### config.mk
export PLATFORM = sky130hd
export DESIGN_NAME = uart_tx_fifo_flat
export DESIGN_NICKNAME = d
export VERILOG_FILES = /design/src/rtl/uart_tx_fifo_if.sv /design/src/rtl/uart_tx_fifo.sv /design/src/flat_wrapper.sv
export SDC_FILE = /design/constraint.sdc
export NUM_CORES = 1
export LEC_CHECK = 0
export BUFFER_PORTS_ARGS = -buffer_cell sky130_fd_sc_hd__buf_2
export CORE_MARGIN = 1
export CORE_UTILIZATION = 61
export CTS_CLUSTER_SIZE = 10
export DETAILED_ROUTE_END_ITERATION = 8
export GPL_TIMING_DRIVEN = 0
export PLACE_DENSITY = 0.79
export SLEW_MARGIN = 20
export SYNTH_ARGS = -nofsm -noshare
export SYNTH_HDL_FRONTEND = slang
export SYNTH_SLANG_ARGS = --single-unit
### constraint.sdc
create_clock -name clk -period 3.3 [get_ports clk]
set_input_delay 0.495 -clock clk [delete_from_list [all_inputs] [get_ports clk]]
set_output_delay 0.495 -clock clk [all_outputs]
set_load 0.005 [all_outputs]
### src/rtl/uart_tx_fifo_if.sv
// Handshake bundle shared by the UART register controller, the TX FIFO and the UART core.
// With UART_TX_FIFO_IRQ_EN defined it also carries the THR-empty interrupt enable and request.
interface uart_tx_fifo_if #(
  parameter int DEPTH = 16
);
  localparam int AW = $clog2(DEPTH);

  logic          wr_en;
  logic [7:0]    wr_data;
  logic          flush;
  logic          clr_overflow;
  logic          tx_busy;
  logic          ena_tx;
  logic [7:0]    tx_data;
  logic [AW:0]   count;
  logic          full;
  logic          empty;
  logic          overflow;
  logic          thre;
  logic          temt;
`ifdef UART_TX_FIFO_IRQ_EN
  logic          irq_en;
  logic          tx_irq;

  modport master (
    output wr_en, wr_data, flush, clr_overflow, tx_busy, irq_en,
    input  ena_tx, tx_data, count, full, empty, overflow, thre, temt, tx_irq
  );
  modport slave (
    input  wr_en, wr_data, flush, clr_overflow, tx_busy, irq_en,
    output ena_tx, tx_data, count, full, empty, overflow, thre, temt, tx_irq
  );
`else
  modport master (
    output wr_en, wr_data, flush, clr_overflow, tx_busy,
    input  ena_tx, tx_data, count, full, empty, overflow, thre, temt
  );
  modport slave (
    input  wr_en, wr_data, flush, clr_overflow, tx_busy,
    output ena_tx, tx_data, count, full, empty, overflow, thre, temt
  );
`endif
endinterface

### src/rtl/uart_tx_fifo.sv
// Transmit FIFO feeding the UART core one byte per ena_tx pulse, paced by tx_busy.
// Optional THR-empty interrupt enabled by defining UART_TX_FIFO_IRQ_EN.
module uart_tx_fifo #(
  parameter int DEPTH        = 16,
  parameter int BUSY_TIMEOUT = 4
) (
  input  logic          clk,
  input  logic          reset,
  uart_tx_fifo_if.slave bus
);
  localparam int             AW         = $clog2(DEPTH);
  localparam logic [AW:0]    FULL_COUNT = (AW+1)'(DEPTH);
  localparam logic [7:0]     TMO_LAST   = 8'(BUSY_TIMEOUT - 1);

  typedef enum logic [1:0] {IDLE, WAIT_RISE, WAIT_FALL} state_t;

  state_t          r_state;
  logic [7:0]      r_mem [DEPTH];
  logic [AW-1:0]   r_wr_ptr;
  logic [AW-1:0]   r_rd_ptr;
  logic [AW:0]     r_count;
  logic            r_overflow;
  logic            r_ena_tx;
  logic [7:0]      r_tx_data;
  logic [7:0]      r_tmo;

  logic            w_full;
  logic            w_empty;
  logic            w_launch;
  logic            w_push;
  logic            w_drop;

  assign w_full   = (r_count == FULL_COUNT);
  assign w_empty  = (r_count == '0);
  assign w_launch = (r_state == IDLE) && !w_empty && !bus.tx_busy && !bus.flush;
  // A pop on the same edge frees a slot, so a full FIFO still accepts the write.
  assign w_push   = bus.wr_en && !bus.flush && (!w_full || w_launch);
  assign w_drop   = bus.wr_en && !bus.flush && w_full && !w_launch;

  always_ff @(posedge clk) begin
    if (w_push) begin
      r_mem[r_wr_ptr] <= bus.wr_data;
    end
  end

  always_ff @(posedge clk or negedge reset) begin
    if (!reset) begin
      r_wr_ptr   <= '0;
      r_rd_ptr   <= '0;
      r_count    <= '0;
      r_overflow <= 1'b0;
    end else begin
      if (bus.flush) begin
        r_wr_ptr <= '0;
        r_rd_ptr <= '0;
        r_count  <= '0;
      end else begin
        if (w_push) begin
          r_wr_ptr <= r_wr_ptr + AW'(1);
        end
        if (w_launch) begin
          r_rd_ptr <= r_rd_ptr + AW'(1);
        end
        if (w_push && !w_launch) begin
          r_count <= r_count + (AW+1)'(1);
        end else if (!w_push && w_launch) begin
          r_count <= r_count - (AW+1)'(1);
        end
      end
      if (w_drop) begin
        r_overflow <= 1'b1;
      end else if (bus.clr_overflow) begin
        r_overflow <= 1'b0;
      end
    end
  end

  // A core that never raises tx_busy is released after BUSY_TIMEOUT cycles.
  always_ff @(posedge clk or negedge reset) begin
    if (!reset) begin
      r_state   <= IDLE;
      r_ena_tx  <= 1'b0;
      r_tx_data <= 8'h00;
      r_tmo     <= 8'h00;
    end else begin
      r_ena_tx <= 1'b0;
      case (r_state)
        IDLE: begin
          if (w_launch) begin
            r_tx_data <= r_mem[r_rd_ptr];
            r_ena_tx  <= 1'b1;
            r_tmo     <= 8'h00;
            r_state   <= WAIT_RISE;
          end
        end
        WAIT_RISE: begin
          if (bus.tx_busy) begin
            r_state <= WAIT_FALL;
          end else begin
            r_tmo <= r_tmo + 8'd1;
            if (r_tmo == TMO_LAST) begin
              r_state <= IDLE;
            end
          end
        end
        WAIT_FALL: begin
          if (!bus.tx_busy) begin
            r_state <= IDLE;
          end
        end
        default: r_state <= IDLE;
      endcase
    end
  end

`ifdef UART_TX_FIFO_IRQ_EN
  logic r_tx_irq;

  always_ff @(posedge clk or negedge reset) begin
    if (!reset) begin
      r_tx_irq <= 1'b0;
    end else begin
      r_tx_irq <= bus.irq_en && w_empty && (r_state == IDLE);
    end
  end

  assign bus.tx_irq = r_tx_irq;
`endif

  assign bus.ena_tx   = r_ena_tx;
  assign bus.tx_data  = r_tx_data;
  assign bus.count    = r_count;
  assign bus.full     = w_full;
  assign bus.empty    = w_empty;
  assign bus.overflow = r_overflow;
  assign bus.thre     = w_empty;
  assign bus.temt     = w_empty && (r_state == IDLE) && !bus.tx_busy;
endmodule

### src/flat_wrapper.sv
// flat-port wrapper written by rule: the top's interface ports become plain ports
module uart_tx_fifo_flat 
#(
  parameter int DEPTH        = 16,
  parameter int BUSY_TIMEOUT = 4
)
  (clk, reset, bus_wr_en, bus_wr_data, bus_flush, bus_clr_overflow, bus_tx_busy, bus_ena_tx, bus_tx_data, bus_count, bus_full, bus_empty, bus_overflow, bus_thre, bus_temt);
  uart_tx_fifo_if #(.DEPTH(DEPTH)) bus_i ();
  input  logic clk;
  input  logic reset;
  input wire logic [$bits(bus_i.wr_en)-1:0] bus_wr_en;
  input wire logic [$bits(bus_i.wr_data)-1:0] bus_wr_data;
  input wire logic [$bits(bus_i.flush)-1:0] bus_flush;
  input wire logic [$bits(bus_i.clr_overflow)-1:0] bus_clr_overflow;
  input wire logic [$bits(bus_i.tx_busy)-1:0] bus_tx_busy;
  output wire logic [$bits(bus_i.ena_tx)-1:0] bus_ena_tx;
  output wire logic [$bits(bus_i.tx_data)-1:0] bus_tx_data;
  output wire logic [$bits(bus_i.count)-1:0] bus_count;
  output wire logic [$bits(bus_i.full)-1:0] bus_full;
  output wire logic [$bits(bus_i.empty)-1:0] bus_empty;
  output wire logic [$bits(bus_i.overflow)-1:0] bus_overflow;
  output wire logic [$bits(bus_i.thre)-1:0] bus_thre;
  output wire logic [$bits(bus_i.temt)-1:0] bus_temt;
  assign bus_i.wr_en = bus_wr_en;
  assign bus_i.wr_data = bus_wr_data;
  assign bus_i.flush = bus_flush;
  assign bus_i.clr_overflow = bus_clr_overflow;
  assign bus_i.tx_busy = bus_tx_busy;
  assign bus_ena_tx = bus_i.ena_tx;
  assign bus_tx_data = bus_i.tx_data;
  assign bus_count = bus_i.count;
  assign bus_full = bus_i.full;
  assign bus_empty = bus_i.empty;
  assign bus_overflow = bus_i.overflow;
  assign bus_thre = bus_i.thre;
  assign bus_temt = bus_i.temt;
  uart_tx_fifo #(.DEPTH(DEPTH), .BUSY_TIMEOUT(BUSY_TIMEOUT)) u_core (.clk(clk), .reset(reset), .bus(bus_i));
endmodule
==> flow_summary.yaml, run 1 <==
layout:
  fillers: 608
  area_growth_pct: 13.4
  nets: 465
  layout-drive-gt1-share: 0.243
  antenna-diode-count: 0
  multi_input_area_um2: 1910
  finish.utilization: 0.725
  register_area_um2: 4670
  final_common_cell: "edfxtp_1"
  final_cell_mix: "128 x edfxtp_1, 37 x buf_2, 33 x dfrtp_1"
  final_cell_area_um2: 7620
floorplanning:
  num_io_pins: 33
  fp.dieW_um: 107
  num_rows: 37
  die_h_um: 107
  dieArea_um2: 11400
  initial_core_util: 0.639
  coreArea_um2: 10500
cts:
  cts-htree-levels: 4
  cts_tree: "built"
  cts_max_path_buffers: 2
  cts-root-buf: "clkbuf_8"
  postCtsSetupRepairBufs: 0
  numCtsBuffers: 17
  cts_hold_buf: 0
  clk_pin_slew_worst_paths_ns: 0.06
  cts.sinks: 161
  clkLatencyLatePin_ns: 0.52
  cts_resized: 0
timing:
  setup_tns_ns: 0
  fmax_ghz: 0.332
  drv_slew: 0
  min_period_over_period: 0.912
  setup_viol: 0
  fin_crit_ns: 3.01
  clock_skew_ns: 0.00533
  rsz0062_at_grt: "no"
  hold_viol: 0
  relSlewSlack: 0.357
  tightestPinTransition_ns: 0.961
detailed_routing:
  drt-pass1-iter-count: 5
  drtIter0Drc: 333
  wl_per_cell_um: 23.5
  wl_um: 13800
  avgViaCountPerCell: 6.32
  drc: 0
  vias: 3724
  ant_nets: 0
flow_run:
  maxCapViolations: 0
global_routing:
  antenna_found_initial: 0
  grt_pass1_wl_um: 21400
  grt_pass1_vias: 3911
  grt_max_degree: 34
  gr-usage-all-layers: 0.267
  gr-total-overflow: 0
pwr:
  vdd_drop_max_mv: 0.397
  p_per_area_nw_per_um2: 741
  p_leak_nw: 2.68
synth:
  syn-instance-count: 390
  syn_avg_cell_area_um2: 17.2
  syn-num-nets: 415
  ys_ff_latch: 161
  yosys_warnings: 0
  synth_top_flop_cell: "edfxtp_1"
  ys_types: 47
  synth-async-reset-ratio: 0.205
  seq_area_frac_synth: 0.695
  synth-edff-count: 128
  syn_area_um2: 6720
setup_path:
  worstSetupEndpointType: "register"
  worstPathCellList: "or4_1, buf_6, o21ai_2, nand2_1, ha_1, nand3_1, a21oi_1, a21oi_1, a221oi_1"
  critPathKind: "reg -> reg"
  path_delay_family: "compound AO/OA/AOI/OAI gates"
  arrival_ns: 3.42
  crit_required_ns: 3.71
  cp_slowest_cell: "or4_1"
  crit_top_cell: "a21oi_1"
  slowest_delay_ns: 0.56
  cp_num_buf_inv: 1
  start_kind: "register"
  cp_max_fo: 7
place:
  place_hpwl_um: 8420
  portBuffers: 31
  gp_congestion: 0.813
  placedInstanceArea_um2: 7040
min_path:
  min_path_type: "in -> async"
status:
  status: "completed"
[sequential cells by signal (all words and copies together) (netlist names)]
signal and cells:
u_core.r_mem 128, u_core.bus.tx_data 8, u_core.r_tmo 8, u_core.bus.count 5, u_core.r_rd_ptr 4, u_core.r_wr_ptr 4, u_core.r_state 2, u_core.bus.ena_tx 1
u_core.bus.overflow 1
[cell families after synthesis]
group / count (synthesis) / share of synthesized area
AO/OA/AOI/OAI: 38 / 0.0385
XOR/XNOR: 11 / 0.0143
adder cells (fa/ha/maj): 11 / 0.0216
buffers and inverters: 30 / 0.0218
flip-flops: 161 / 0.695
multiplexers: 55 / 0.144
AND/OR/NAND/NOR: 84 / 0.0646
[worst reg2reg max path: cells and delay by family (launching register included)]
family                   cells  cell delay [ns]
flip-flops                   1             0.45
buffers and inverters        1             0.16
AO/OA/AOI/OAI                4             0.99
adder cells (fa/ha/maj)      1             0.39
AND/OR/NAND/NOR              3             0.91
[routing by layer]
| layer | routed length, µm | global-route usage |
|---|---|---|
| met1 | 5460 | 0.364 |
| met2 | 7140 | 0.433 |
| met3 | 1030 | 0.0438 |
| met4 | 203 | 0.117 |
| met5 | 0 | 0 |
[report_power, final]
part	internal, mW	switching [mW]	leakage [nW]
clock	1.09	0.809	0.271
combinational	0.599	0.694	0.817
sequential	2.33	0.125	1.59
[worst paths after layout]
kind	cells past startpoint	slack (ns)	start	endpoint
min	1	0.07	reset	u_core.bus.count[1]
max reg2reg	9	0.29	u_core.bus.count[1]	u_core.bus.count[4]
max in group asynchronous	1	2.71	reset	u_core.r_tmo[6]
min reg2reg	2	0.51	u_core.bus.tx_data[2]	u_core.bus.tx_data[2]
min in group clk	2	0.17	bus_clr_overflow	u_core.bus.overflow
max	9	0.29	u_core.bus.count[1]	u_core.bus.count[4]
[stage by stage]
stage | std cells | worst slack [ns] | hold WS (ns) | power (mW)
after floorplan | 390 | 0.513 | 0.199 | 3.39
after global placement | 557 | 0.259 | 0.475 | 3.71
after detailed placement | 557 | 0.173 | 0.488 | 3.76
after CTS | 589 | 0.152 | 0.0771 | 5.65
after global routing | 589 | 0.0627 | 0.126 | 5.87
final | 589 | 0.292 | 0.0660 | 5.65
[synth_stat cells (2+ instances only)]
master	number	area share
nor3b_1	2	0.0022
a21oi_1	11	0.0082
a31oi_1	2	0.0019
nand2b_1	2	0.0019
o21ai_0	6	0.0045
nor3_1	3	0.0022
ha_1	10	0.019
dfrtp_1	33	0.12
edfxtp_1	128	0.57
xnor2_1	7	0.0091
mux2i_1	18	0.027
o221ai_1	8	0.010
buf_2	6	0.0045
a311oi_1	2	0.0026
inv_1	10	0.0056
nor2b_1	2	0.0019
nor4_1	3	0.0028
mux4_2	32	0.11
nand3_1	7	0.0052
or3_1	4	0.0037
and2_1	13	0.012
buf_4	5	0.0056
nand2_1	17	0.0095
nor2_1	22	0.012
or4_1	3	0.0034
clkbuf_1	7	0.0039
xor2_1	4	0.0052
mux2_1	4	0.0067
[cell type report]
cell class	count	share of cell area
plain buffers	19	0.0138
clock buffers	19	0.0553
clock inverters	13	0.0200
inverters	11	0.00542
multi-input cells	199	0.250
flip-flops and latches	161	0.613
well taps	136	0.0223
repair buffers	31	0.0204
No activity file was read; power rests on OpenSTA's default activity.
==> run 2, diff against run 1 <==
--- a/config.mk
+++ b/config.mk
@@ -12,6 +12,7 @@
 export DETAILED_ROUTE_END_ITERATION = 8
 export GPL_TIMING_DRIVEN = 0
 export PLACE_DENSITY = 0.79
+export REMOVE_ABC_BUFFERS = 1
 export SLEW_MARGIN = 20
 export SYNTH_ARGS = -nofsm -noshare
 export SYNTH_HDL_FRONTEND = slang
==> run 2 against run 1 <==
  * Critical path depth down 1
  * Die area unchanged
  * Clock skew up 0.0014 ns
  * Combinational power down 17%
  * Fmax down 0.94%
  * Utilization down 0.14 points
  * Flip-flop and latch count unchanged
  * Setup slack worse by 0.029 ns
  * Count of clock-buffer cells in the layout up 5
  * Register-to-register slack worse by 0.03 ns
  * Final cell count down 2.5%
  * Final area down 0.20%
==> flow_summary.yaml, run 2 (synthesized netlist as in run 1, its figures left out) <==
pwr:
  vdd_drop_max_mv: 0.414
  switchingPower_mw: 1.50
  clockPowerShare: 0.355
  pwr-share-seq: 0.451
  p_per_area_nw_per_um2: 727
  swShare: 0.270
  p_comb_frac: 0.194
  p_leak_nw: 2.65
  internal-power_mw: 4.03
flow_run:
  maxCapViolations: 0
cts:
  cts_max_path_buffers: 2
  cts-root-buf: "clkbuf_8"
  cts.sinks: 161
  cts-htree-levels: 4
  cts_tree: "built"
  numCtsBuffers: 17
  clk_pin_slew_worst_paths_ns: 0.06
  clkLatencyLatePin_ns: 0.52
layout:
  area_growth_pct: 13.2
  register_area_um2: 4670
  multi_input_area_um2: 1910
  largest-register: "u_core.r_mem"
  nets: 450
  final_cell_mix: "128 x edfxtp_1, 32 x mux4_2, 32 x buf_2"
  finish.utilization: 0.724
  largest_reg_flops: 128
  layout-drive-gt1-share: 0.237
  fillers: 596
  final_common_cell: "edfxtp_1"
  antenna-diode-count: 0
detailed_routing:
  drc: 0
  wl_per_cell_um: 22.8
  ant_nets: 0
  vias: 3575
  drt-pass1-iter-count: 5
  wl_um: 13100
  drtIter0Drc: 332
  avgViaCountPerCell: 6.23
timing:
  hold_viol: 0
  relSlewSlack: 0.354
  clock_skew_ns: 0.00676
  fmax_ghz: 0.329
  fin_crit_ns: 3.04
  drv_slew: 0
  setup_tns_ns: 0
  min_period_over_period: 0.920
  setup_viol: 0
  rsz0062_at_grt: "no"
  tightestPinTransition_ns: 0.965
global_routing:
  antenna_found_initial: 0
  grt_max_degree: 34
  grt_pass1_vias: 3640
  gr-usage-all-layers: 0.259
  grt_pass1_wl_um: 20800
  gr-total-overflow: 0
setup_path:
  start_kind: "register"
  crit_required_ns: 3.72
  critPathKind: "reg -> reg"
  worstSetupEndpointType: "register"
  arrival_ns: 3.45
  cp_max_fo: 7
min_path:
  min_path_type: "in -> async"
floorplanning:
  die_h_um: 107
  num_io_pins: 33
  fp.dieW_um: 107
  num_rows: 37
  initial_core_util: 0.639
  coreArea_um2: 10500
  dieArea_um2: 11400
place:
  gp_congestion: 0.720
  place_hpwl_um: 7590
  portBuffers: 32
status:
  status: "completed"
## run 2: changes by cell type in the layout (fill, tap and decap cells not counted), sizes merged
cell      previous run  this run
buf                 43        35
bufinv               2         3
clkbuf              26        24
clkinv               4         3
clkinvlp             3         1
inv                 15        12
## run 2: layer usage
| metal | up-vias | part of all wire | track usage |
|---|---|---|---|
| met5 | - | 0 | 0 |
| met4 | 0 | 0.013 | 0.0890 |
| met3 | 18 | 0.059 | 0.0663 |
| met2 | 127 | 0.50 | 0.404 |
| met1 | 1831 | 0.42 | 0.362 |
| li1 | 1599 | - | - |
## run 2: cell type report
class | instances | share of cell area
repair buffers | 35 | 0.0289
multi-input cells | 199 | 0.251
well taps | 136 | 0.0224
clock buffers | 24 | 0.0605
inverters | 11 | 0.00543
flip-flops and latches | 161 | 0.614
clock inverters | 8 | 0.0173
## run 2: path summary, 6_finish.rpt
check | depth (start not counted) | to | slack, ns | from
worst min register to register | 2 | u_core.bus.tx_data[0] | 0.48 | u_core.bus.tx_data[0]
worst min-delay path | 1 | u_core.bus.count[0] | 0.06 | reset
worst max register to register | 8 | u_core.bus.count[4] | 0.26 | u_core.bus.count[1]
min in group clk | 2 | u_core.bus.overflow | 0.17 | bus_clr_overflow
worst max-delay path | 8 | u_core.bus.count[4] | 0.26 | u_core.bus.count[1]
max in group asynchronous | 1 | u_core.r_rd_ptr[2] | 2.66 | reset
## run 2: power by group through the flow
stage | Sequential, mW | Combinational (mW) | Clock (mW)
after floorplan | 2.55 | 0.653 | 0
after global routing | 2.52 | 1.19 | 2.08
after CTS | 2.50 | 1.07 | 1.98
after global placement | 2.59 | 0.908 | 0
final | 2.50 | 1.07 | 1.96
after detailed placement | 2.53 | 1.04 | 0
## run 2: repair_timing
item | CTS | global route
buffers inserted | 0 | 0
cloned | 0 | 0
setup endpoints to repair | 1 | 1
hold endpoints to repair | 0 | 0
resized for setup | 1 | 1
hold buffers | 0 | 0
## run 2: critical path: stages (launching register included)
cell and delay [ns]:
dfrtp_1 0.45, or4_4 0.64, o21ai_2 0.28, nand2_1 0.27
ha_1 0.43, nand3_1 0.15, a21oi_1 0.29, a21oi_1 0.12
a221oi_1 0.30
## run 2: stage by stage
step,power [mW],instances,setup WS (ns),hold slack [ns],instance area [µm²]
detailed placement,3.57,542,0.0566,0.472,7010
global placement,3.50,539,0.169,0.465,6940
CTS,5.55,574,0.141,0.0730,7600
global route,5.78,574,0.0168,0.114,7610
floorplan,3.20,371,0.456,0.199,6610
finish,5.53,574,0.263,0.0598,7610
==> run 3, diff against run 2 <==
--- a/config.mk
+++ b/config.mk
@@ -6,14 +6,15 @@
 export NUM_CORES = 1
 export LEC_CHECK = 0
 export BUFFER_PORTS_ARGS = -buffer_cell sky130_fd_sc_hd__buf_2
+export CELL_PAD_IN_SITES_DETAIL_PLACEMENT = 1
+export CELL_PAD_IN_SITES_GLOBAL_PLACEMENT = 2
 export CORE_MARGIN = 1
-export CORE_UTILIZATION = 61
+export CORE_UTILIZATION = 46
 export CTS_CLUSTER_SIZE = 10
 export DETAILED_ROUTE_END_ITERATION = 8
 export GPL_TIMING_DRIVEN = 0
-export PLACE_DENSITY = 0.79
+export PLACE_DENSITY_LB_ADDON = 0.1
 export REMOVE_ABC_BUFFERS = 1
-export SLEW_MARGIN = 20
 export SYNTH_ARGS = -nofsm -noshare
 export SYNTH_HDL_FRONTEND = slang
 export SYNTH_SLANG_ARGS = --single-unit
==> run 3 against run 2 <==
  * Critical path depth stayed put
  * Count of clock-buffer cells in the layout is 3 lower
  * Via count is 3.0% lower
  * Clock power is 3% lower
  * Final area is 0.31% higher
  * Combinational power hardly changed
  * Setup slack better by 0.017 ns
  * Critical path type unchanged
  * Register-to-register slack better by 0.02 ns
==> flow_summary.yaml, run 3 (synthesized netlist as in run 1, its figures left out) <==
status:
  status: "completed"
global_routing:
  grt_max_degree: 35
  grt_pass1_wl_um: 21900
  grt_pass1_vias: 3654
  gr-total-overflow: 0
  antenna_found_initial: 0
  gr-usage-all-layers: 0.209
detailed_routing:
  wl_met2_um: 6730
  met1Wirelength_um: 6940
  vias: 3469
  met3WireLength_um: 379
  drt-pass1-iter-count: 4
  top_layer: "met4"
  ant_nets: 0
  wl_per_cell_um: 23.0
  drc: 0
  drtIter0Drc: 272
  wl_um: 14200
  avgViaCountPerCell: 5.62
setup_path:
  worstPathCellList: "or4_4, o21ai_2, nand2_1, ha_1, nand3_1, a21oi_1, a21oi_1, a221oi_1"
  r2r-start: "u_core.bus.count[1]"
  rr_worst_depth: 8
  cp_max_fo: 7
  critPathKind: "reg -> reg"
  slowest_delay_ns: 0.65
  r2r_slack_ns: 0.28
  worstSetupEndpointType: "register"
  reg2reg_to: "u_core.bus.count[4]"
  cp-startpoint: "u_core.bus.count[1]"
  crit_required_ns: 3.61
  arrival_ns: 3.33
  cp_slowest_cell: "or4_4"
  start_kind: "register"
  crit_top_cell: "a21oi_1"
timing:
  setup_ws_ns: 0.279
  hold_viol: 0
  min_period_over_period: 0.915
  clock_skew_ns: 0.00859
  rsz0062_at_grt: "no"
  setup_viol: 0
  drv_slew: 0
  fin_crit_ns: 3.02
  hold_ws_ns: 0.192
  fmax_ghz: 0.331
  relSlewSlack: 0.260
  tightestPinTransition_ns: 1.11
cts:
  clkLatencyLatePin_ns: 0.42
  postCtsSetupRepairBufs: 0
  clk_pin_slew_worst_paths_ns: 0.07
  cts-htree-levels: 4
  cts_hold_buf: 0
  cts_tree: "built"
  numCtsBuffers: 17
  cts_max_path_buffers: 2
  cts-root-buf: "clkbuf_16"
  cts.sinks: 161
pwr:
  vdd_drop_max_mv: 0.346
  internal-power_mw: 3.93
  swShare: 0.282
  p_per_area_nw_per_um2: 717
  switchingPower_mw: 1.54
  pwr-share-seq: 0.454
  p_leak_nw: 2.64
  clockPowerShare: 0.349
  p_comb_frac: 0.197
place:
  place_hpwl_um: 8600
  portBuffers: 32
  placedCellCount: 585
  placedInstanceArea_um2: 7040
  pre_cts_slack_ns: -0.0384
  gp_congestion: 0.727
layout:
  finish.utilization: 0.543
  final_common_cell: "edfxtp_1"
  layout-drive-gt1-share: 0.243
  fillers: 1290
  largest-register: "u_core.r_mem"
  largest_reg_flops: 128
  register_area_um2: 4670
  multi_input_area_um2: 1910
  antenna-diode-count: 0
  stdcell_count: 617
  final_cell_area_um2: 7630
  final_cell_mix: "128 x edfxtp_1, 32 x mux4_2, 32 x buf_2"
  nets: 449
  area_growth_pct: 13.6
min_path:
  min_path_type: "in -> async"
floorplanning:
  initial_core_util: 0.478
  num_rows: 43
  fp.dieW_um: 123
  coreArea_um2: 14000
  die_h_um: 123
  dieArea_um2: 15100
  num_io_pins: 33
flow_run:
  maxCapViolations: 0
[run 3: how the worst max path moves through the flow]
stage                                endpoint  slack (ns)  depth (start not counted)
final                     u_core.bus.count[4]        0.28                          8
after global routing      u_core.bus.count[4]       0.008                          8
after CTS                 u_core.bus.count[4]        0.10                          8
after detailed placement  u_core.bus.count[4]       -0.04                          8
after global placement    u_core.bus.count[4]        0.08                          8
after floorplan           u_core.bus.count[4]        0.46                          8
[run 3: final cells by class]
type	instances	area share
clock buffer	21	0.0603
clock inverter	11	0.0157
inverter	11	0.00541
multi-input combinational	199	0.250
sequential	161	0.612
tap	180	0.0295
timing repair buffer	34	0.0262
[run 3: power groups by stage]
| stage | clock, mW | sequential, mW | combinational [mW] |
|---|---|---|---|
| detailed placement | 0 | 2.53 | 1.08 |
| global route | 2.02 | 2.51 | 1.20 |
| floorplan | 0 | 2.55 | 0.653 |
| CTS | 1.95 | 2.49 | 1.09 |
| global placement | 0 | 2.60 | 0.951 |
| finish | 1.91 | 2.49 | 1.08 |
[run 3: layer usage]
layer | GRT usage | vias to the layer above
li1 | - | 1592
met1 | 0.300 | 1812
met2 | 0.321 | 55
met3 | 0.0432 | 10
met4 | 0.0617 | 0
met5 | 0 | -
[run 3: critical path: cells and delay by family, from the launching register on]
kind | cells | cell delay, ns
AND/OR/NAND/NOR | 3 | 1.03
AO/OA/AOI/OAI | 4 | 1.03
flip-flops | 1 | 0.46
adder cells (fa/ha/maj) | 1 | 0.40
[run 3: timing repair]
| action | CTS | global route |
|---|---|---|
| resized for setup | 1 | 1 |
| endpoints found under the setup margin | 1 | 1 |
| endpoints found under the hold margin | 0 | 0 |
[run 3: metrics by stage]
step | setup TNS (ns) | total power, mW
CTS | 0 | 5.53
detailed placement | -0.0384 | 3.60
finish | 0 | 5.47
global route | 0 | 5.73
global placement | 0 | 3.55
floorplan | 0 | 3.20
